$ cat config.mk
export PLATFORM = sky130hd
export DESIGN_NAME = vscale_xvec_red_ctrl
export DESIGN_NICKNAME = d
export VERILOG_FILES = /design/src/rtl/vscale_xvec_red_ctrl.sv
export SDC_FILE = /design/constraint.sdc
export NUM_CORES = 2
export LEC_CHECK = 0
export ABC_CLOCK_PERIOD_IN_PS = 4250
export CAP_MARGIN = 20
export CORE_AREA = 2 2 421 423
export CTS_BUF_LIST = sky130_fd_sc_hd__clkbuf_16
export CTS_CLUSTER_SIZE = 25
export DETAILED_ROUTE_END_ITERATION = 10
export DIE_AREA = 0 0 423 425
export SETUP_SLACK_MARGIN = 0.2
export SKIP_LAST_GASP = 1
export SYNTH_ARGS = -nofsm -noshare
export SYNTH_HDL_FRONTEND = slang
export SYNTH_SLANG_ARGS = --single-unit
$ cat constraint.sdc
create_clock -name clk -period 4.25 [get_ports clk]
set_clock_uncertainty 0.15 [all_clocks]
set_input_delay 0.6375 -clock clk [delete_from_list [all_inputs] [get_ports clk]]
set_output_delay 0.6375 -clock clk [all_outputs]
set_load 0.03 [all_outputs]
$ cat src/rtl/vscale_xvec_red_ctrl.sv
// Cross-lane vector reduction controller that folds a captured operand vector through the shared vscale ALU.
// Optional signed MIN/MAX reductions are enabled by defining XVEC_RED_MINMAX_EN.

`ifndef XVEC_VEC_LEN
`define XVEC_VEC_LEN 29
`endif
`ifndef XPR_LEN
`define XPR_LEN 32
`endif
`ifndef ALU_OP_WIDTH
`define ALU_OP_WIDTH 4
`endif
`ifndef ALU_OP_ADD
`define ALU_OP_ADD 4'd0
`endif
`ifndef ALU_OP_XOR
`define ALU_OP_XOR 4'd4
`endif
`ifndef ALU_OP_OR
`define ALU_OP_OR 4'd6
`endif
`ifndef ALU_OP_AND
`define ALU_OP_AND 4'd7
`endif
`ifndef ALU_OP_SLT
`define ALU_OP_SLT 4'd12
`endif

module vscale_xvec_red_ctrl #(
   parameter int unsigned VEC_LEN = `XVEC_VEC_LEN,
   parameter int unsigned XPR_LEN = `XPR_LEN
) (
   input  logic                       clk,
   input  logic                       reset_n,
   input  logic                       req_valid,
   output logic                       req_ready,
   input  logic [2:0]                 req_op,
   input  logic [4:0]                 req_vl,
   input  logic [VEC_LEN*XPR_LEN-1:0] req_vec,
   output logic                       alu_req,
   input  logic                       alu_gnt,
   output logic [`ALU_OP_WIDTH-1:0]   alu_op,
   output logic [XPR_LEN-1:0]         alu_in1,
   output logic [XPR_LEN-1:0]         alu_in2,
   input  logic [XPR_LEN-1:0]         alu_out,
   output logic                       resp_valid,
   input  logic                       resp_ready,
   output logic [XPR_LEN-1:0]         resp_data,
   output logic                       resp_err
);

   localparam int unsigned IDX_W = 5;
   localparam int unsigned AOP_W = `ALU_OP_WIDTH;
   localparam int unsigned VEC_W = VEC_LEN * XPR_LEN;

   localparam logic [2:0] OP_ADD = 3'd0;
   localparam logic [2:0] OP_AND = 3'd1;
   localparam logic [2:0] OP_OR  = 3'd2;
   localparam logic [2:0] OP_XOR = 3'd3;
`ifdef XVEC_RED_MINMAX_EN
   localparam logic [2:0] OP_MIN = 3'd4;
   localparam logic [2:0] OP_MAX = 3'd5;
`endif

   typedef enum logic [1:0] {
      S_IDLE,
      S_RUN,
      S_DONE
   } state_t;

   state_t               state_q, state_d;
   logic [VEC_W-1:0]     vec_q, vec_d;
   logic [2:0]           op_q, op_d;
   logic [IDX_W-1:0]     vl_last_q, vl_last_d;
   logic [IDX_W-1:0]     vl_eff;
   logic [XPR_LEN-1:0]   acc_q, acc_d;
   logic [IDX_W-1:0]     idx_q, idx_d;
   logic                 req_ready_d;
   logic                 resp_valid_d;
   logic                 resp_err_d;
   logic [XPR_LEN-1:0]   resp_data_d;
   logic                 alu_req_d;
   logic [AOP_W-1:0]     alu_op_d;
   logic [XPR_LEN-1:0]   alu_in1_d;
   logic [XPR_LEN-1:0]   alu_in2_d;

   // Lane extraction; indices past the vector return zero.
   function automatic logic [XPR_LEN-1:0] lane_of(input logic [VEC_W-1:0] vec,
                                                  input logic [IDX_W-1:0] idx);
      logic [XPR_LEN-1:0] r;
      r = '0;
      for (int unsigned i = 0; i < VEC_LEN; i++) begin
         if (idx == IDX_W'(i)) r = vec[i*XPR_LEN +: XPR_LEN];
      end
      return r;
   endfunction

   function automatic logic op_legal(input logic [2:0] op);
      logic ok;
      case (op)
         OP_ADD, OP_AND, OP_OR, OP_XOR: ok = 1'b1;
`ifdef XVEC_RED_MINMAX_EN
         OP_MIN, OP_MAX:                ok = 1'b1;
`endif
         default:                       ok = 1'b0;
      endcase
      return ok;
   endfunction

   function automatic logic [AOP_W-1:0] alu_code(input logic [2:0] op);
      logic [AOP_W-1:0] c;
      case (op)
         OP_AND:  c = AOP_W'(`ALU_OP_AND);
         OP_OR:   c = AOP_W'(`ALU_OP_OR);
         OP_XOR:  c = AOP_W'(`ALU_OP_XOR);
`ifdef XVEC_RED_MINMAX_EN
         OP_MIN,
         OP_MAX:  c = AOP_W'(`ALU_OP_SLT);
`endif
         default: c = AOP_W'(`ALU_OP_ADD);
      endcase
      return c;
   endfunction

   // Result for an empty reduction: the neutral element of the operator.
   function automatic logic [XPR_LEN-1:0] identity(input logic [2:0] op);
      logic [XPR_LEN-1:0] v;
      case (op)
         OP_AND:  v = '1;
`ifdef XVEC_RED_MINMAX_EN
         OP_MIN:  v = {1'b0, {(XPR_LEN-1){1'b1}}};
         OP_MAX:  v = {1'b1, {(XPR_LEN-1){1'b0}}};
`endif
         default: v = '0;
      endcase
      return v;
   endfunction

   // Next-state, datapath and registered-output computation.
   always_comb begin
      state_d      = state_q;
      vec_d        = vec_q;
      op_d         = op_q;
      vl_last_d    = vl_last_q;
      vl_eff       = '0;
      acc_d        = acc_q;
      idx_d        = idx_q;
      resp_valid_d = resp_valid;
      resp_err_d   = resp_err;
      resp_data_d  = resp_data;

      case (state_q)
         S_IDLE: begin
            if (req_valid) begin
               vl_eff    = (32'(req_vl) > VEC_LEN) ? IDX_W'(VEC_LEN) : req_vl;
               vec_d     = req_vec;
               op_d      = req_op;
               vl_last_d = vl_eff - IDX_W'(1);
               acc_d     = lane_of(req_vec, IDX_W'(0));
               idx_d     = IDX_W'(1);
               if (!op_legal(req_op)) begin
                  state_d      = S_DONE;
                  resp_valid_d = 1'b1;
                  resp_err_d   = 1'b1;
                  resp_data_d  = '0;
               end else if (vl_eff == IDX_W'(0)) begin
                  state_d      = S_DONE;
                  resp_valid_d = 1'b1;
                  resp_err_d   = 1'b0;
                  resp_data_d  = identity(req_op);
               end else if (vl_eff == IDX_W'(1)) begin
                  state_d      = S_DONE;
                  resp_valid_d = 1'b1;
                  resp_err_d   = 1'b0;
                  resp_data_d  = lane_of(req_vec, IDX_W'(0));
               end else begin
                  state_d      = S_RUN;
               end
            end
         end
         S_RUN: begin
            if (alu_gnt) begin
               case (op_q)
`ifdef XVEC_RED_MINMAX_EN
                  // SLT(acc, lane) picks which operand survives.
                  OP_MIN:  acc_d = alu_out[0] ? acc_q : lane_of(vec_q, idx_q);
                  OP_MAX:  acc_d = alu_out[0] ? lane_of(vec_q, idx_q) : acc_q;
`endif
                  default: acc_d = alu_out;
               endcase
               idx_d = idx_q + IDX_W'(1);
               if (idx_q == vl_last_q) begin
                  state_d      = S_DONE;
                  resp_valid_d = 1'b1;
                  resp_err_d   = 1'b0;
                  resp_data_d  = acc_d;
               end
            end
         end
         S_DONE: begin
            if (resp_ready) begin
               state_d      = S_IDLE;
               resp_valid_d = 1'b0;
               resp_err_d   = 1'b0;
               resp_data_d  = '0;
            end
         end
         default: state_d = S_IDLE;
      endcase

      req_ready_d = (state_d == S_IDLE);
      alu_req_d   = (state_d == S_RUN);
      alu_op_d    = AOP_W'(`ALU_OP_ADD);
      alu_in1_d   = '0;
      alu_in2_d   = '0;
      if (state_d == S_RUN) begin
         alu_op_d  = alu_code(op_d);
         alu_in1_d = acc_d;
         alu_in2_d = lane_of(vec_d, idx_d);
      end
   end

   // State and output registers with synchronous active-low reset.
   always_ff @(posedge clk) begin
      if (!reset_n) begin
         state_q    <= S_IDLE;
         vec_q      <= '0;
         op_q       <= OP_ADD;
         vl_last_q  <= '0;
         acc_q      <= '0;
         idx_q      <= '0;
         req_ready  <= 1'b1;
         resp_valid <= 1'b0;
         resp_err   <= 1'b0;
         resp_data  <= '0;
         alu_req    <= 1'b0;
         alu_op     <= AOP_W'(`ALU_OP_ADD);
         alu_in1    <= '0;
         alu_in2    <= '0;
      end else begin
         state_q    <= state_d;
         vec_q      <= vec_d;
         op_q       <= op_d;
         vl_last_q  <= vl_last_d;
         acc_q      <= acc_d;
         idx_q      <= idx_d;
         req_ready  <= req_ready_d;
         resp_valid <= resp_valid_d;
         resp_err   <= resp_err_d;
         resp_data  <= resp_data_d;
         alu_req    <= alu_req_d;
         alu_op     <= alu_op_d;
         alu_in1    <= alu_in1_d;
         alu_in2    <= alu_in2_d;
      end
   end

endmodule
==> reports/metrics.yaml <==
outcome:
  run_status: "finished clean"
route:
  drtIter0Drc: 3384
  ant_nets: 0
  vias: 42943
  routedWlPerCell_um: 28.44
  wl_um: 247200
  vias_per_cell: 4.941
  drc: 0
  dr.pass1.iters: 9
sta:
  hold_viol_final: 0
  fmax_mhz: 250.7
  max_slew_margin_pct: 13.41
  drv_slew: 0
  grt_setup_unrepaired: "false"
  finalSetupViolCount: 0
  period_share_pct: 93.87
  period_minus_slack_ns: 3.990
  worstMarginPinSlew_ns: 1.299
floorplan:
  rows: 154
  die_area_um2: 179800
  die_h_um: 425
  start_util_pct: 27.46
  die_w_um: 423
  core_um2: 175300
  ios: 1077
yosys:
  synth.yosys.warnings: 0
  syn_area_um2: 48160
  seq_area_frac_synth_pct: 44.81
  synthDistinctLibCells: 102
  async_reset_ff_share_pct: 0
  synth_edf_count: 0
  synthCells: 4792
  avgSynthCellArea_um2: 10.05
  syn-num-nets: 5773
  ys.flop_type: "dfxtp_1"
  ys_ff_latch: 1078
clocking:
  postCtsHoldBufs: 0
  cts.sinks: 1078
  clock_latency_ns: 0.80
  cts_max_path_buffers: 3
  htreeDepth: 4
  cts_buffers: 132
  clkTransAtPathRegs_ns: 0.06
  cts_root_buf: "clkbuf_16"
  cts_tree: "yes"
power:
  p_leak_uw: 0.02762
  total_power_uw: 27570
  powerDensity_nw_per_um2: 392.2
  peakVddDrop_v: 0.0003438
final_layout:
  syn2layout_area_growth_pct: 45.96
  nNetsFinal: 7141
  multi_input_area_um2: 25370
  design_area_um2: 70290
  nFillCells: 17341
  fin_util_pct: 40.09
  layout-drive-gt1-share_pct: 14.03
  regArea_um2: 21580
worst_setup_path:
  reg2regPathDepth: 14
  crit_path_max_fanout: 16
  critPathArrivalTime_ns: 4.49
  cpPeakStageDelay_ns: 0.86
  cp_slowest_cell: "a211oi_2"
  required_ns: 4.75
  critPathLaunchType: "register"
  worst_setup_path_end_kind: "register"
  worstPathCellList: "inv_1 -> ha_2 -> buf_4 -> nor2b_1 -> mux2i_4 -> buf_12 -> nand4_2 -> buf_12 -> buf_4 -> o22ai_1 -> o21ai_1 -> a2111oi_4 -> a211oi_2 -> o21ai_1"
  path_class: "register to register"
global_routing:
  grtUsageMet3_pct: 4.798
  met2_usage_pct: 48.07
  grt_usage_pct: 26.34
  antenna_found_initial: 158
  grt_overflow_total: 0
  grt_pass1_wl_um: 333200
  gr-max-usage-layer: "met2"
  grt_util_met1_pct: 27.49
  first_global_vias: 43399
  grt_max_degree: 301
min_path:
  worstHoldPathCells: 2
  worstHoldPathType: "input port to register"
placement:
  placed_cell_area_um2: 65690
  dp.final_hpwl_um: 196500
  portBuffers: 1075
  gp_congestion: 0.9215
flow_run:
  maxCapViolCount: 0
## registers in the layout (all words and copies together), names as in the netlist, 2 cells and up
register,count
acc_q,32
alu_in1,32
alu_in2,32
alu_op,3
idx_q,5
op_q,3
resp_data,32
state_q,2
vec_q,928
vl_last_q,5
## cell type report
class                           instances  share of cell area (%)
Sequential cell                      1078                   30.70
Antenna cell                           88                  0.3133
Tap cell                             2340                   4.165
Multi-Input combinational cell       3314                   36.10
Timing Repair Buffer                 1627                   22.83
Inverter                                7                 0.03738
Clock buffer                          133                   4.735
Clock inverter                        105                   1.113
## cell usage in the layout, fill, tap and decap left out, drive strengths merged, types with 20 or more instances in the layout
cell type      instances
dfxtp               1078
clkdlybuf4s50       1074
nor2b                932
mux2i                907
buf                  551
nand2                183
nor2                 175
o22ai                136
clkbuf               133
diode                 88
a211oi                82
o21ai                 74
a22o                  73
and3                  71
a21oi                 61
a22oi                 60
clkinv                56
a2111oi               52
o211ai                47
nor3                  46
inv                   46
o211a                 37
a21boi                34
nand4                 34
a222oi                33
or3                   27
o221ai                23
and2                  23
o31ai                 22
nand3                 21
a21bo                 20
## repair_timing
action,in CTS,in global routing
setup buffers,4,0
pin swaps,3,2
endpoints found under the setup margin,20,26
hold endpoints to repair,0,0
resized for setup,23,14
## metrics by stage
stage | TNS [ns] | hold slack [ns] | cells | setup WS, ns
2_1_floorplan | 0 | 0.2902 | 4792 | 1.114
3_3_place_gp | -13.20 | 0.2995 | 8358 | -0.9899
3_5_place_dp | -11.23 | 0.3080 | 8362 | -0.5941
4_1_cts | 0 | 0.1162 | 8604 | 0.1128
5_1_grt | 0 | 0.1461 | 8679 | 0.1864
6_report | 0 | 0.1657 | 8692 | 0.2605
## critical path, delay by kind of cell (launching register included)
kind,cells,cell delay (ns)
flops,1,0.34
buf+inv,5,0.81
fa+ha+maj,1,0.33
mux,1,0.12
simple gates,2,0.39
compound gates,5,1.67
## power breakdown
group	switching [uW]	internal (uW)
Clock	4870	6110
Sequential	224	10900
Combinational	2830	2660
## routing by layer
| layer | vias up | routed length (um) |
|---|---|---|
| met3 | 567 | 12250 |
| met2 | 1496 | 128800 |
| li1 | 19972 | - |
| met4 | 50 | 16160 |
| met1 | 20858 | 89720 |
| met5 | - | 314 |
## cells by family (layout without fill, tap and decap cells)
| family | count (synthesis) | in the layout | synth area share (%) |
|---|---|---|---|
| other | 1 | 89 | 0.007787 |
| muxes | 913 | 913 | 19.11 |
| buffers and inverters | 400 | 1872 | 3.796 |
| AOI/OAI and AO/OA | 838 | 838 | 13.53 |
| DFF | 1078 | 1078 | 44.81 |
| xor gates and xnor gates | 9 | 9 | 0.1637 |
| adders and majority gates | 8 | 8 | 0.2079 |
| and+or+nand+nor | 1545 | 1545 | 18.36 |
## Yosys cell counts (6+ instances only)
master | number | share of area, %
a22o_1 | 73 | 1.3
a31oi_1 | 14 | 0.18
buf_6 | 6 | 0.14
buf_4 | 32 | 0.50
a2111oi_0 | 28 | 0.51
and2_1 | 22 | 0.29
o211ai_1 | 44 | 0.69
buf_2 | 129 | 1.3
o22ai_1 | 136 | 1.8
nor2b_1 | 932 | 12
nor2_2 | 7 | 0.091
a21boi_0 | 33 | 0.51
a22oi_1 | 59 | 0.92
nor3_1 | 43 | 0.45
o31ai_1 | 22 | 0.34
and3_1 | 71 | 0.92
clkbuf_1 | 216 | 1.7
or3_1 | 27 | 0.35
xor2_1 | 6 | 0.11
dfxtp_1 | 1078 | 45
a2111oi_1 | 11 | 0.23
o21ai_1 | 39 | 0.41
ha_1 | 8 | 0.21
o221ai_1 | 23 | 0.42
a21oi_1 | 61 | 0.63
a222oi_1 | 33 | 0.69
inv_1 | 6 | 0.047
nor4_1 | 8 | 0.10
nand2_1 | 180 | 1.4
a211oi_1 | 77 | 1.2
mux2i_1 | 904 | 19
a221oi_1 | 9 | 0.16
nor2_1 | 168 | 1.3
a21bo_1 | 19 | 0.39
a211o_1 | 6 | 0.11
buf_1 | 10 | 0.078
o21ai_0 | 33 | 0.34
o211a_1 | 37 | 0.77
o32a_1 | 6 | 0.12
a2111oi_2 | 11 | 0.34
nand4_1 | 31 | 0.40
nand3_1 | 19 | 0.20
## final timing paths
path                   start            end  slack (ns)
setup / recovery  state_q[1]     alu_in2[8]        0.26
hold / removal       reset_n  resp_data[24]        0.17
setup reg to reg  state_q[1]     alu_in2[8]        0.26
hold reg to reg    vec_q[23]      vec_q[23]        0.31
Note: power is estimated with default switching activity, not from simulation.
